## config.mk

```make
export PLATFORM = sky130hd
export DESIGN_NAME = seg7_frame_capture
export DESIGN_NICKNAME = d
export VERILOG_FILES = /design/src/rtl/seg7_frame_capture.sv
export SDC_FILE = /design/constraint.sdc
export NUM_CORES = 1
export LEC_CHECK = 0
export CORE_ASPECT_RATIO = 0.7
export CORE_MARGIN = 4
export CORE_UTILIZATION = 25
export CTS_CLUSTER_SIZE = 28
export DETAILED_ROUTE_END_ITERATION = 8
export GPL_TIMING_DRIVEN = 0
export PLACE_DENSITY_LB_ADDON = 0.05
export SLEW_MARGIN = 20
export SYNTH_ARGS = -nofsm -noshare
export SYNTH_HDL_FRONTEND = slang
export SYNTH_SLANG_ARGS = --single-unit
```

## constraint.sdc

```tcl
create_clock -name clk -period 3.9 [get_ports clk]
set_clock_uncertainty 0.1 [all_clocks]
set_input_delay 0.585 -clock clk [delete_from_list [all_inputs] [get_ports clk]]
set_output_delay 0.585 -clock clk [all_outputs]
set_load 0.1 [all_outputs]
```

## src/rtl/seg7_frame_capture.sv

```systemverilog
// Multiplexed 7-segment bus monitor: captures each digit once it has dwelt long enough and
// presents whole frames on valid/ready. Define SEG7_ACTIVE_LOW_EN for a common-anode bus.
module seg7_frame_capture #(
  parameter int DIGITS        = 4,
  parameter int STABLE_CYCLES = 3
) (
  input  logic                  clk,
  input  logic                  rst,
  input  logic [7:0]            seg_in,
  input  logic [DIGITS-1:0]     dig_sel,
  input  logic                  out_ready,
  output logic                  out_valid,
  output logic [4*DIGITS-1:0]   digits,
  output logic [DIGITS-1:0]     dp,
  output logic [DIGITS-1:0]     err,
  output logic                  overflow
);

  typedef enum logic {COLLECT, PRESENT} state_t;

  localparam logic [3:0] SAT = 4'(STABLE_CYCLES);
  // Counter value seen on the cycle before the dwell reaches STABLE_CYCLES samples.
  localparam logic [3:0] PRE = 4'((STABLE_CYCLES >= 2) ? STABLE_CYCLES - 2 : 0);

  logic [7:0]           seg_s;
  logic [DIGITS-1:0]    sel_s;

`ifdef SEG7_ACTIVE_LOW_EN
  assign seg_s = ~seg_in;
  assign sel_s = ~dig_sel;
`else
  assign seg_s = seg_in;
  assign sel_s = dig_sel;
`endif

  logic [7:0]           prev_seg_reg;
  logic [DIGITS-1:0]    prev_sel_reg;
  logic [3:0]           cnt_reg, cnt_next;
  logic                 one_hot, same, capture;
  logic [DIGITS-1:0]    cap_sel;
  logic [4:0]           dec;

  logic [DIGITS-1:0]    mask_reg, mask_acc, mask_next;
  logic                 complete;

  logic [4*DIGITS-1:0]  slot_code_reg, slot_code_next;
  logic [DIGITS-1:0]    slot_dp_reg, slot_dp_next;
  logic [DIGITS-1:0]    slot_err_reg, slot_err_next;

  state_t               state_reg, state_next;
  logic                 load, drop;

  function automatic logic [4:0] decode(input logic [6:0] p);
    // Result is {err, code}.
    case (p)
      7'b1111110: return 5'h00;
      7'b0110000: return 5'h01;
      7'b1101101: return 5'h02;
      7'b1111001: return 5'h03;
      7'b0110011: return 5'h04;
      7'b1011011: return 5'h05;
      7'b1011111: return 5'h06;
      7'b1110000: return 5'h07;
      7'b1111111: return 5'h08;
      7'b1111011: return 5'h09;
      7'b0000000: return 5'h0B;
      default:    return 5'h1F;
    endcase
  endfunction

  assign one_hot = (sel_s != '0) && ((sel_s & (sel_s - DIGITS'(1))) == '0);
  assign same    = (sel_s == prev_sel_reg) && (seg_s == prev_seg_reg);
  assign capture = one_hot && ((STABLE_CYCLES == 1) || (same && (cnt_reg == PRE)));
  assign cap_sel = capture ? sel_s : '0;
  assign dec     = decode(seg_s[7:1]);

  always_comb begin
    cnt_next = 4'd0;
    if (same && one_hot) begin
      cnt_next = (cnt_reg >= SAT) ? SAT : cnt_reg + 4'd1;
    end
  end

  assign mask_acc  = mask_reg | cap_sel;
  assign complete  = &mask_acc;
  assign mask_next = complete ? '0 : mask_acc;

  generate
    for (genvar gi = 0; gi < DIGITS; gi++) begin : g_slot
      assign slot_code_next[4*gi +: 4] = cap_sel[gi] ? dec[3:0] : slot_code_reg[4*gi +: 4];
      assign slot_dp_next[gi]          = cap_sel[gi] ? seg_s[0] : slot_dp_reg[gi];
      assign slot_err_next[gi]         = cap_sel[gi] ? dec[4]   : slot_err_reg[gi];
    end
  endgenerate

  always_comb begin
    state_next = state_reg;
    load       = 1'b0;
    drop       = 1'b0;
    case (state_reg)
      COLLECT: begin
        if (complete) begin
          load       = 1'b1;
          state_next = PRESENT;
        end
      end
      PRESENT: begin
        if (complete) begin
          // A frame finishing during a handshake replaces the outgoing one seamlessly.
          if (out_ready) load = 1'b1;
          else           drop = 1'b1;
        end else if (out_ready) begin
          state_next = COLLECT;
        end
      end
      default: state_next = COLLECT;
    endcase
  end

  assign out_valid = (state_reg == PRESENT);

  always_ff @(posedge clk) begin
    if (rst) begin
      prev_seg_reg  <= '0;
      prev_sel_reg  <= '0;
      cnt_reg       <= '0;
      mask_reg      <= '0;
      slot_code_reg <= '0;
      slot_dp_reg   <= '0;
      slot_err_reg  <= '0;
      state_reg     <= COLLECT;
      digits        <= '0;
      dp            <= '0;
      err           <= '0;
      overflow      <= 1'b0;
    end else begin
      prev_seg_reg  <= seg_s;
      prev_sel_reg  <= sel_s;
      cnt_reg       <= cnt_next;
      mask_reg      <= mask_next;
      slot_code_reg <= slot_code_next;
      slot_dp_reg   <= slot_dp_next;
      slot_err_reg  <= slot_err_next;
      state_reg     <= state_next;
      if (load) begin
        digits <= slot_code_next;
        dp     <= slot_dp_next;
        err    <= slot_err_next;
      end
      if (drop) overflow <= 1'b1;
    end
  end

endmodule
```

==> metrics.yaml, run 1 <==
grt_max_degree: 11
synth_ff_type: "dfxtp_1"
overflow: 0
ios: 41
grt_first_pass_wirelength_um: 12200
async_flop_share_pct: 0
grt_pass1_vias: 2224
dieArea_um2: 13600
numPortBuffers: 32
cts_buffer_depth: 2
crit_path_end_kind: "register"
synth_area_um2: 2940
fin_crit_sh_pct: 91.8
cp.required_ps: 4030
dp_slack_ps: -248
worstSetupPathType: "in -> reg"
finalSetupViolCount: 0
cts_tree: "done"
crit_buf_inv: 1
synth_top_area_share_pct: 47.7
hold_class: "reg -> reg"
antenna_found_initial: 0
drv_slew: 0
pwr_density_cell_nw_per_um2: 427
clock_sink_count: 70
synth_top_area_cell: "dfxtp_1"
worst_pin_slew_ps: 983
yosys_warnings: 0
avgSynthCellArea_um2: 9.78
outcome: "finished, final reports clean"
rows: 32
cp_slowest_stage_delay_ps: 750
die_h_um: 98.7
fin_setup_tns_ps: 0
drive_gt1_share_pct: 12.6
cp-start-kind: "primary input"
swShare_pct: 21.1
crit_arrival_ps: 3710
synth-edff-count: 0
cp_max_fo: 7
timing.fmax_ghz: 0.279
combPwrFrac_pct: 5.1
synth_area_leaders: "dfxtp_1 48%, mux2i_1 6.8%, nor2b_1 5.1%"
grt_use_total_pct: 12.0
finalHoldViolCount: 0
r2r_start: "cnt_reg[0]$_SDFF_PP0_"
wl_um: 7600
clockPowerShare_pct: 49.5
critPathMostFrequentCell: "nor4_1"
crit_family: "compound AO/OA/AOI/OAI gates"
start_util_pct: 26.1
coreArea_um2: 11300
crit_slowest_cell: "a2111oi_1"
drv_cap: 0
ant_nets: 0
cts_inserted_buffers: 9
dr.pass1.iters: 4
fin_ws_ps: 321
die_x_um: 138
rsz0062_at_grt: "no"
finalNetCount: 363
path_cells: "clkdlybuf4s50_1, nor4_1, o21ai_1, a2111oi_1, nand3_1, mux2i_1, nor4_1, a31o_2"
whs_ps: 373
synth_seq_area_share_pct: 47.7
vias: 2312
internal_power_uw: 1260
p_sw_uw: 338
synth_seq_cells: 70
clk_latency_ps: 330
routed_via_density: 4.60
synth_cell_types: 49
setup.worst_path.start: "dig_sel[0]"
slew_headroom_pct: 34.3
fin_crit_ps: 3580
wl_per_cell_um: 15.1
htree_levels: 3
pwr-share-seq_pct: 45.4
cts-root-buf: "clkbuf_16"
gp_congestion: 0.734
drc: 0
min_from: "mask_reg[2]$_SDFF_PP0_"
antennaDiodeCount: 0
synth_cells: 300
first_iter_violations: 99
clk_pin_slew_ps: 60
ir_worst_vdd_mv: 0.217
dpl.hpwl_um: 5440
areaGrowthSynthToFinish_pct: 27.8
leakage_uw: 0.00149
-- power by group through the flow --
| stage | combinational [uW] | clock (uW) | sequential (uW) |
|---|---|---|---|
| 4_1_cts | 82.4 | 822 | 727 |
| 5_1_grt | 91.2 | 850 | 727 |
| 2_1_floorplan | 52.8 | 0 | 742 |
| 3_5_place_dp | 82.1 | 0 | 742 |
| 3_3_place_gp | 81.7 | 0 | 742 |
| 6_report | 81.6 | 791 | 727 |
-- logic make-up after synthesis --
| logic type | after synthesis | synth area share, % |
|---|---|---|
| AOI/OAI and AO/OA | 46 | 11.8 |
| adders and majority gates | 2 | 0.852 |
| other | 1 | 0.128 |
| DFF | 70 | 47.7 |
| xor gates and xnor gates | 10 | 2.98 |
| buffers and inverters | 27 | 4.39 |
| and+or+nand+nor | 116 | 22.0 |
| muxes | 28 | 10.1 |
-- final timing paths --
kind              cells past startpoint                endpoint  slack, ps
setup / recovery                      8  digits[8]$_SDFFE_PP0P_        320
hold / removal                        2  mask_reg[2]$_SDFF_PP0_        370
setup reg to reg                     11     err[3]$_SDFFE_PP0P_        680
hold reg to reg                       2  mask_reg[2]$_SDFF_PP0_        370
-- cell usage after synthesis, types with 5 or more instances --
library cell   n
mux2i_1       20
xnor2_1        9
nor2_1        33
nor2b_1       24
and3_1         6
nor3_1         6
nand2_1        5
nor4_1        18
a31o_2        16
clkbuf_1      14
a21oi_1       11
o21ai_0        5
dfxtp_1       70
nand3_1        7
-- layout by cell type, fill, tap and decap left out, types with 2 or more instances in the layout --
| master | count |
|---|---|
| conb_1 | 2 |
| mux2_4 | 2 |
| ha_1 | 2 |
| clkbuf_1 | 18 |
| dfxtp_1 | 70 |
| and3b_1 | 2 |
| buf_4 | 2 |
| xnor2_1 | 9 |
| nor2b_1 | 24 |
| buf_6 | 3 |
| nand3_1 | 7 |
| nor4bb_1 | 2 |
| o21ai_1 | 2 |
| clkdlybuf4s50_1 | 32 |
| and3_1 | 6 |
| mux2i_1 | 20 |
| o21ai_0 | 5 |
| a21oi_1 | 11 |
| nor2_1 | 33 |
| a31o_2 | 16 |
| nor3_1 | 6 |
| nand2b_1 | 4 |
| buf_1 | 3 |
| nand2_1 | 5 |
| inv_1 | 2 |
| mux2_2 | 4 |
| nor4_1 | 18 |
| clkbuf_16 | 9 |
| mux2_1 | 2 |
| nand4_1 | 2 |
| buf_2 | 4 |
-- layout make-up --
type	count	area [um^2]
repair buffers	34	335
plain buffers	24	118
flip-flops and latches	70	1400
multi-input cells	204	1410
inverters	3	11.3
clock inverters	1	30.0
well taps	153	191
clock buffers	14	254
fillers	1167	7500
-- metrics by stage --
step / util (%) / std cells / area (um^2) / power (uW)
6_report: 33.3 / 503 / 3750 / 1600
5_1_grt: 33.3 / 503 / 3750 / 1670
4_1_cts: 33.2 / 501 / 3730 / 1630
3_5_place_dp: 30.7 / 486 / 3450 / 825
3_3_place_gp: 30.7 / 486 / 3450 / 824
2_1_floorplan: - / 301 / 2940 / 794
-- routing by layer --
metal  GRT usage [%]  routed length [um]  part of all wire, %  vias up
met1            17.1                4060                   53     1098
met5               0                   0                    0        -
met4            3.91                 100                  1.3        0
li1                -                   -                    -     1171
met2            16.3                3130                   41       35
met3            4.64                 315                  4.1        8
-- repair_timing --
action	4_1_cts	5_1_grt
buffers inserted	0	2
hold buffers	0	0
endpoints found under the setup margin	0	25
endpoints found under the hold margin	0	0
resized for setup	0	1
-- worst reg2reg max path: stages (launching register included) --
cell and delay, ps:
dfxtp_1 360, ha_1 150, nor3b_2 350, o2111ai_1 250, a2111oi_4 240, buf_4 190, a21oi_1 80, or4_1 570
buf_2 210, buf_6 160, nor4_1 360, a31o_2 160
No activity file was read; power rests on OpenSTA's default activity.
==> inputs of run 2 (changes only) <==
==> constraint.sdc (replaced) <==
create_clock -name clk -period 3.9 [get_ports clk]
set_clock_uncertainty 0.1 [all_clocks]
set_input_delay 1.17 -clock clk [delete_from_list [all_inputs] [get_ports clk]]
set_output_delay 1.17 -clock clk [all_outputs]
set_load 0.1 [all_outputs]
==> metrics.yaml, run 2 (synthesized netlist as in run 1, its figures left out) <==
clock_sink_count: 70  # unchanged
antennaDiodeCount: 0  # unchanged
drive_gt1_share_pct: 17.8  # +5.3 points
path_cells: "dlygate4sd2_1, and3b_1, o21ai_1, a2111oi_4, buf_4, a21oi_1, or4_4, nand2b_1, buf_6, buf_6, mux2_1"
cp_max_fo: 10  # +3
grt_pass1_vias: 2242  # +0.81%
crit_path_end_kind: "register"
worstSetupPathType: "in -> reg"
crit_family: "simple AND/OR/NAND/NOR gates"
grt_first_pass_wirelength_um: 12300  # +0.90%
coreArea_um2: 11300  # unchanged
cp.required_ps: 4020  # about the same
critPathMostFrequentCell: "buf_6"
outcome: "finished, final reports clean"
first_iter_violations: 81  # -18%
vias: 2338  # +1.1%
pwr-share-seq_pct: 45.2  # -0.2 points
start_util_pct: 26.1  # unchanged
wl_per_cell_um: 15.4  # +1.7%
utilization_pct: 34.7  # +1.4 points
r2r_cells: 11  # unchanged
clk_latency_ps: 330  # about the same
swShare_pct: 21.5  # +0.39 points
cp_slowest_stage_delay_ps: 550  # -200 ps
gp_congestion: 0.734  # unchanged
ir_worst_vdd_mv: 0.219  # +0.71%
cts_hold_buf: 0  # unchanged
dieArea_um2: 13600  # unchanged
areaGrowthSynthToFinish_pct: 33.1
routed_via_density: 4.62  # +0.53%
setup.worst_path.start: "dig_sel[1]"
internal_power_uw: 1260  # about the same
clk_pin_slew_ps: 50  # about the same
rows: 32  # unchanged
whs_ps: 375  # +1.55 ps
seq_area_um2: 1400  # unchanged
crit_buf_inv: 4  # +3
crit_arrival_ps: 3940  # +230 ps
nFillCells: 1158  # -0.77%
hold_class: "reg -> reg"
clockPowerShare_pct: 49.4  # about the same
pwr_density_cell_nw_per_um2: 412  # -3.4%
drv_slew: 0  # unchanged
cts_buffer_depth: 2  # unchanged
dr.pass1.iters: 4  # unchanged
finalNetCount: 366  # +0.83%
slew_headroom_pct: 34.4  # +0.12 points
p_sw_uw: 346  # +2.4%
drc: 0  # unchanged
grt_use_total_pct: 12.1  # +0.096 points
layout_common_cells: "70 x dfxtp_1, 33 x nor2_1, 27 x clkdlybuf4s50_1"
grt_max_degree: 11  # unchanged
combPwrFrac_pct: 5.4  # +0.3 points
crit_slowest_cell: "or4_4"
r2r_slack_ps: 550  # -130 ps
fin_crit_ps: 3820  # +243 ps
overflow: 0  # unchanged
r2r_start: "cnt_reg[0]$_SDFF_PP0_"
dpl.hpwl_um: 5440  # unchanged
numPortBuffers: 32  # unchanged
leakage_uw: 0.00153  # +2.8%
finalHoldViolCount: 0  # unchanged
reg2reg_to: "digits[15]$_SDFFE_PP0P_"
fin_crit_sh_pct: 98.0  # +6.2 points
timing.fmax_ghz: 0.262  # -6.3%
wl_um: 7770  # +2.3%
cts_tree: "done"
worst_pin_slew_ps: 981  # -1.86 ps
die_h_um: 98.7  # unchanged
cp-start-kind: "primary input"
htree_levels: 3  # unchanged
drv_cap: 0  # unchanged
crit_end: "digits[15]$_SDFFE_PP0P_"
cp_num_cells: 11  # +3
ant_nets: 0  # unchanged
cts_inserted_buffers: 9  # unchanged
antenna_found_initial: 0  # unchanged
die_x_um: 138  # unchanged
cts-root-buf: "clkbuf_16"
fin_ws_ps: 78.5  # -243 ps
ios: 41  # unchanged
multiInputGateArea_um2: 1540  # +9.2%
finalSetupViolCount: 0  # unchanged
dp_slack_ps: -833  # -585 ps
layout_commonest_cell: "dfxtp_1"
run 2: cell count changes in the layout (fill, tap and decap cells not counted), sizes merged:
| cell | before | now |
|---|---|---|
| clkdlybuf4s50 | 32 | 27 |
| dlygate4sd2 | 0 | 2 |
| dlymetal6s2s | 0 | 2 |
| clkbuf | 28 | 29 |
| buf | 12 | 15 |
run 2: repair_timing:
item / CTS / global route
endpoints found under the setup margin: 54 / 23
gates resized for setup: 8 / 25
pin swaps: 2 / 4
setup buffers: 4 / 1
run 2: worst min-delay path by stage:
stage | from | end | slack, ps | depth (start not counted)
6_report | overflow$_SDFFE_PP0P_ | overflow$_SDFFE_PP0P_ | 370 | 1
5_1_grt | dp[3]$_SDFFE_PP0P_ | dp[3]$_SDFFE_PP0P_ | 390 | 1
4_1_cts | overflow$_SDFFE_PP0P_ | overflow$_SDFFE_PP0P_ | 380 | 1
3_5_place_dp | mask_reg[2]$_SDFF_PP0_ | mask_reg[2]$_SDFF_PP0_ | 370 | 2
3_3_place_gp | overflow$_SDFFE_PP0P_ | overflow$_SDFFE_PP0P_ | 360 | 1
2_1_floorplan | cnt_reg[0]$_SDFF_PP0_ | cnt_reg[0]$_SDFF_PP0_ | 340 | 1
run 2: layer usage:
layer | global-route usage [%] | wire length (um)
met2 | 16.6 | 3240
met1 | 17.2 | 4060
met3 | 4.64 | 359
met4 | 3.91 | 107
met5 | 0 | 0
run 2: area by class of cell:
type	count	area share (%)
clock buffers	14	6.50
inverters	3	0.288
flip-flops and latches	70	35.9
clock inverters	1	0.769
repair buffers	37	9.10
multi-input cells	204	39.4
plain buffers	24	3.14
well taps	153	4.90
run 2: per-stage QoR:
stage | std cells | total power [uW] | setup TNS, ps | instance area [um^2]
final | 506 | 1610 | 0 | 3910
after global routing | 506 | 1670 | -4.22 | 3910
after CTS | 505 | 1630 | 0 | 3780
after detailed placement | 486 | 825 | -31940 | 3450
after global placement | 486 | 824 | -32610 | 3450
after floorplan | 301 | 794 | 0 | 2940
run 2: power by group through the flow:
stage          clock [uW]  sequential [uW]  combinational, uW
3_5_place_dp            0              742               82.1
3_3_place_gp            0              742               81.7
4_1_cts               822              727               83.6
6_report              795              727               86.6
5_1_grt               850              728               96.2
2_1_floorplan           0              742               52.8
==> inputs of run 3 (changes only) <==
- CORE_UTILIZATION: 25 -> 54
==> metrics.yaml, run 3 (synthesized netlist as in run 1, its figures left out) <==
fin_ws_ps: 28.0  # -50.6 ps
grt_max_degree: 12  # +1
numPortBuffers: 32  # unchanged
cp.required_ps: 4090  # +70 ps
reg2reg_to: "digits[10]$_SDFFE_PP0P_"
drv_cap: 0  # unchanged
routed_via_density: 5.65  # +22%
drive_gt1_share_pct: 17.0  # -0.85 points
wl_um: 6650  # -14%
finalNetCount: 365  # -0.27%
antenna_found_initial: 0  # unchanged
cts_hold_buf: 0  # unchanged
crit_slowest_cell: "or4_4"
crit_family: "simple AND/OR/NAND/NOR gates"
rsz0062_at_grt: "yes"
worst_pin_slew_ps: 977  # -3.39 ps
antennaDiodeCount: 0  # unchanged
cp_num_cells: 11  # unchanged
ant_nets: 0  # unchanged
overflow: 0  # unchanged
grt_pass1_vias: 2208  # -1.5%
first_iter_violations: 102  # +26%
start_util_pct: 55.8  # +30 points
grt_first_pass_wirelength_um: 10600  # -14%
gp_congestion: 0.817  # +11%
clock_sink_count: 70  # unchanged
drv_slew: 0  # unchanged
r2r_start: "cnt_reg[0]$_SDFF_PP0_"
dpl.hpwl_um: 4620  # -15%
grt_use_total_pct: 20.5  # +8.5 points
fin_crit_ps: 3870  # +50.6 ps
leakage_uw: 0.00148  # -3.4%
finalHoldViolCount: 0  # unchanged
outcome: "finished, final reports clean"
fin_setup_tns_ps: 0  # unchanged
areaGrowthSynthToFinish_pct: 24.1
fin_crit_sh_pct: 99.3  # +1.3 points
crit_arrival_ps: 4060  # +120 ps
clk_pin_slew_ps: 70  # +20 ps
crit_end: "digits[10]$_SDFFE_PP0P_"
cts_tree: "done"
dp_slack_ps: -694  # +139 ps
setup.worst_path.start: "dig_sel[0]"
pwr_density_cell_nw_per_um2: 384  # -6.9%
layout_commonest_cell: "dfxtp_1"
cts_inserted_buffers: 9  # unchanged
hold_class: "reg -> reg"
cp_slowest_stage_delay_ps: 570  # +20 ps
dr.pass1.iters: 5  # +1
die_h_um: 69.7  # -29%
layout_common_cells: "70 x dfxtp_1, 33 x nor2_1, 29 x clkdlybuf4s50_1"
wl_per_cell_um: 15.7  # +1.9%
clk_latency_ps: 340  # about the same
slew_headroom_pct: 34.6  # +0.23 points
crit_path_end_kind: "register"
worstSetupPathType: "in -> reg"
r2r_cells: 11  # unchanged
cp-start-kind: "primary input"
cts_buffer_depth: 2  # unchanged
vias: 2400  # +2.7%
cp_max_fo: 10  # unchanged
ios: 41  # unchanged
coreArea_um2: 5260  # -53%
finalSetupViolCount: 0  # unchanged
die_x_um: 96.1  # -30%
power.total_uw: 1400  # -13%
r2r_slack_ps: 610  # +60 ps
crit_buf_inv: 4  # unchanged
dieArea_um2: 6700  # -51%
ir_worst_vdd_mv: 0.359  # +64%
path_cells: "dlygate4sd2_1, nor3b_1, o21ai_1, a2111oi_4, buf_4, a21oi_1, or4_4, buf_2, buf_6, nor4_2, a31o_2"
rows: 22  # -31%
htree_levels: 3  # unchanged
cts-root-buf: "clkbuf_8"
drc: 0  # unchanged
timing.fmax_ghz: 0.258  # -1.3%
run 3: cell types whose count changed in the layout (fill, tap and decap cells not counted), sizes merged:
| cell | change |
|---|---|
| clkinv | +1 |
| dlygate4sd2 | +1 |
| clkdlybuf4s50 | +2 |
| clkbuf | -2 |
| clkinvlp | +1 |
| buf | -1 |
| dlymetal6s2s | -2 |
run 3: worst min-delay path by stage:
stage | cells after the start | startpoint | end
2_1_floorplan | 1 | cnt_reg[0]$_SDFF_PP0_ | cnt_reg[0]$_SDFF_PP0_
3_3_place_gp | 1 | overflow$_SDFFE_PP0P_ | overflow$_SDFFE_PP0P_
3_5_place_dp | 1 | overflow$_SDFFE_PP0P_ | overflow$_SDFFE_PP0P_
4_1_cts | 1 | overflow$_SDFFE_PP0P_ | overflow$_SDFFE_PP0P_
5_1_grt | 1 | overflow$_SDFFE_PP0P_ | overflow$_SDFFE_PP0P_
6_report | 1 | overflow$_SDFFE_PP0P_ | overflow$_SDFFE_PP0P_
run 3: timing repair:
action                                  in CTS  in global routing
endpoints found under the hold margin        0                  0
pin swaps                                    2                  3
endpoints found under the setup margin      29                 20
buffers inserted                             3                  1
resized for setup                            8                  7
run 3: power by group:
group	internal, uW	total [uW]	switching, uW	leakage (uW)
Combinational	29.5	82.2	52.7	0.000812
Sequential	722	726	4.02	0.000568
Clock	330	589	259	0.0000996
Total	1080	1400	315	0.00148
run 3: final cells by class:
type                    instances  area (um^2)
multi-input cells             204         1470
well taps                      72         90.1
clock inverters                 3         42.5
plain buffers                  24          118
repair buffers                 36          347
flip-flops and latches         70         1400
fillers                       442         1620
inverters                       3         11.3
clock buffers                  13          159
run 3: metal layers:
metal	part of all wire (%)	global-route usage (%)	vias up
met4	1.1	5.52	0
met3	5.8	6.18	14
li1	-	-	1163
met2	46	30.8	70
met1	47	28.5	1153
met5	0	0	-
run 3: through the flow:
stage                     area, um^2  util, %  cells  hold slack [ps]
final                           3640     69.3    425              369
after global routing            3640     69.3    425              392
after CTS                       3590     68.3    424              375
after detailed placement        3350     63.7    405              357
after global placement          3350     63.7    405              352
after floorplan                 2940        -    301              339
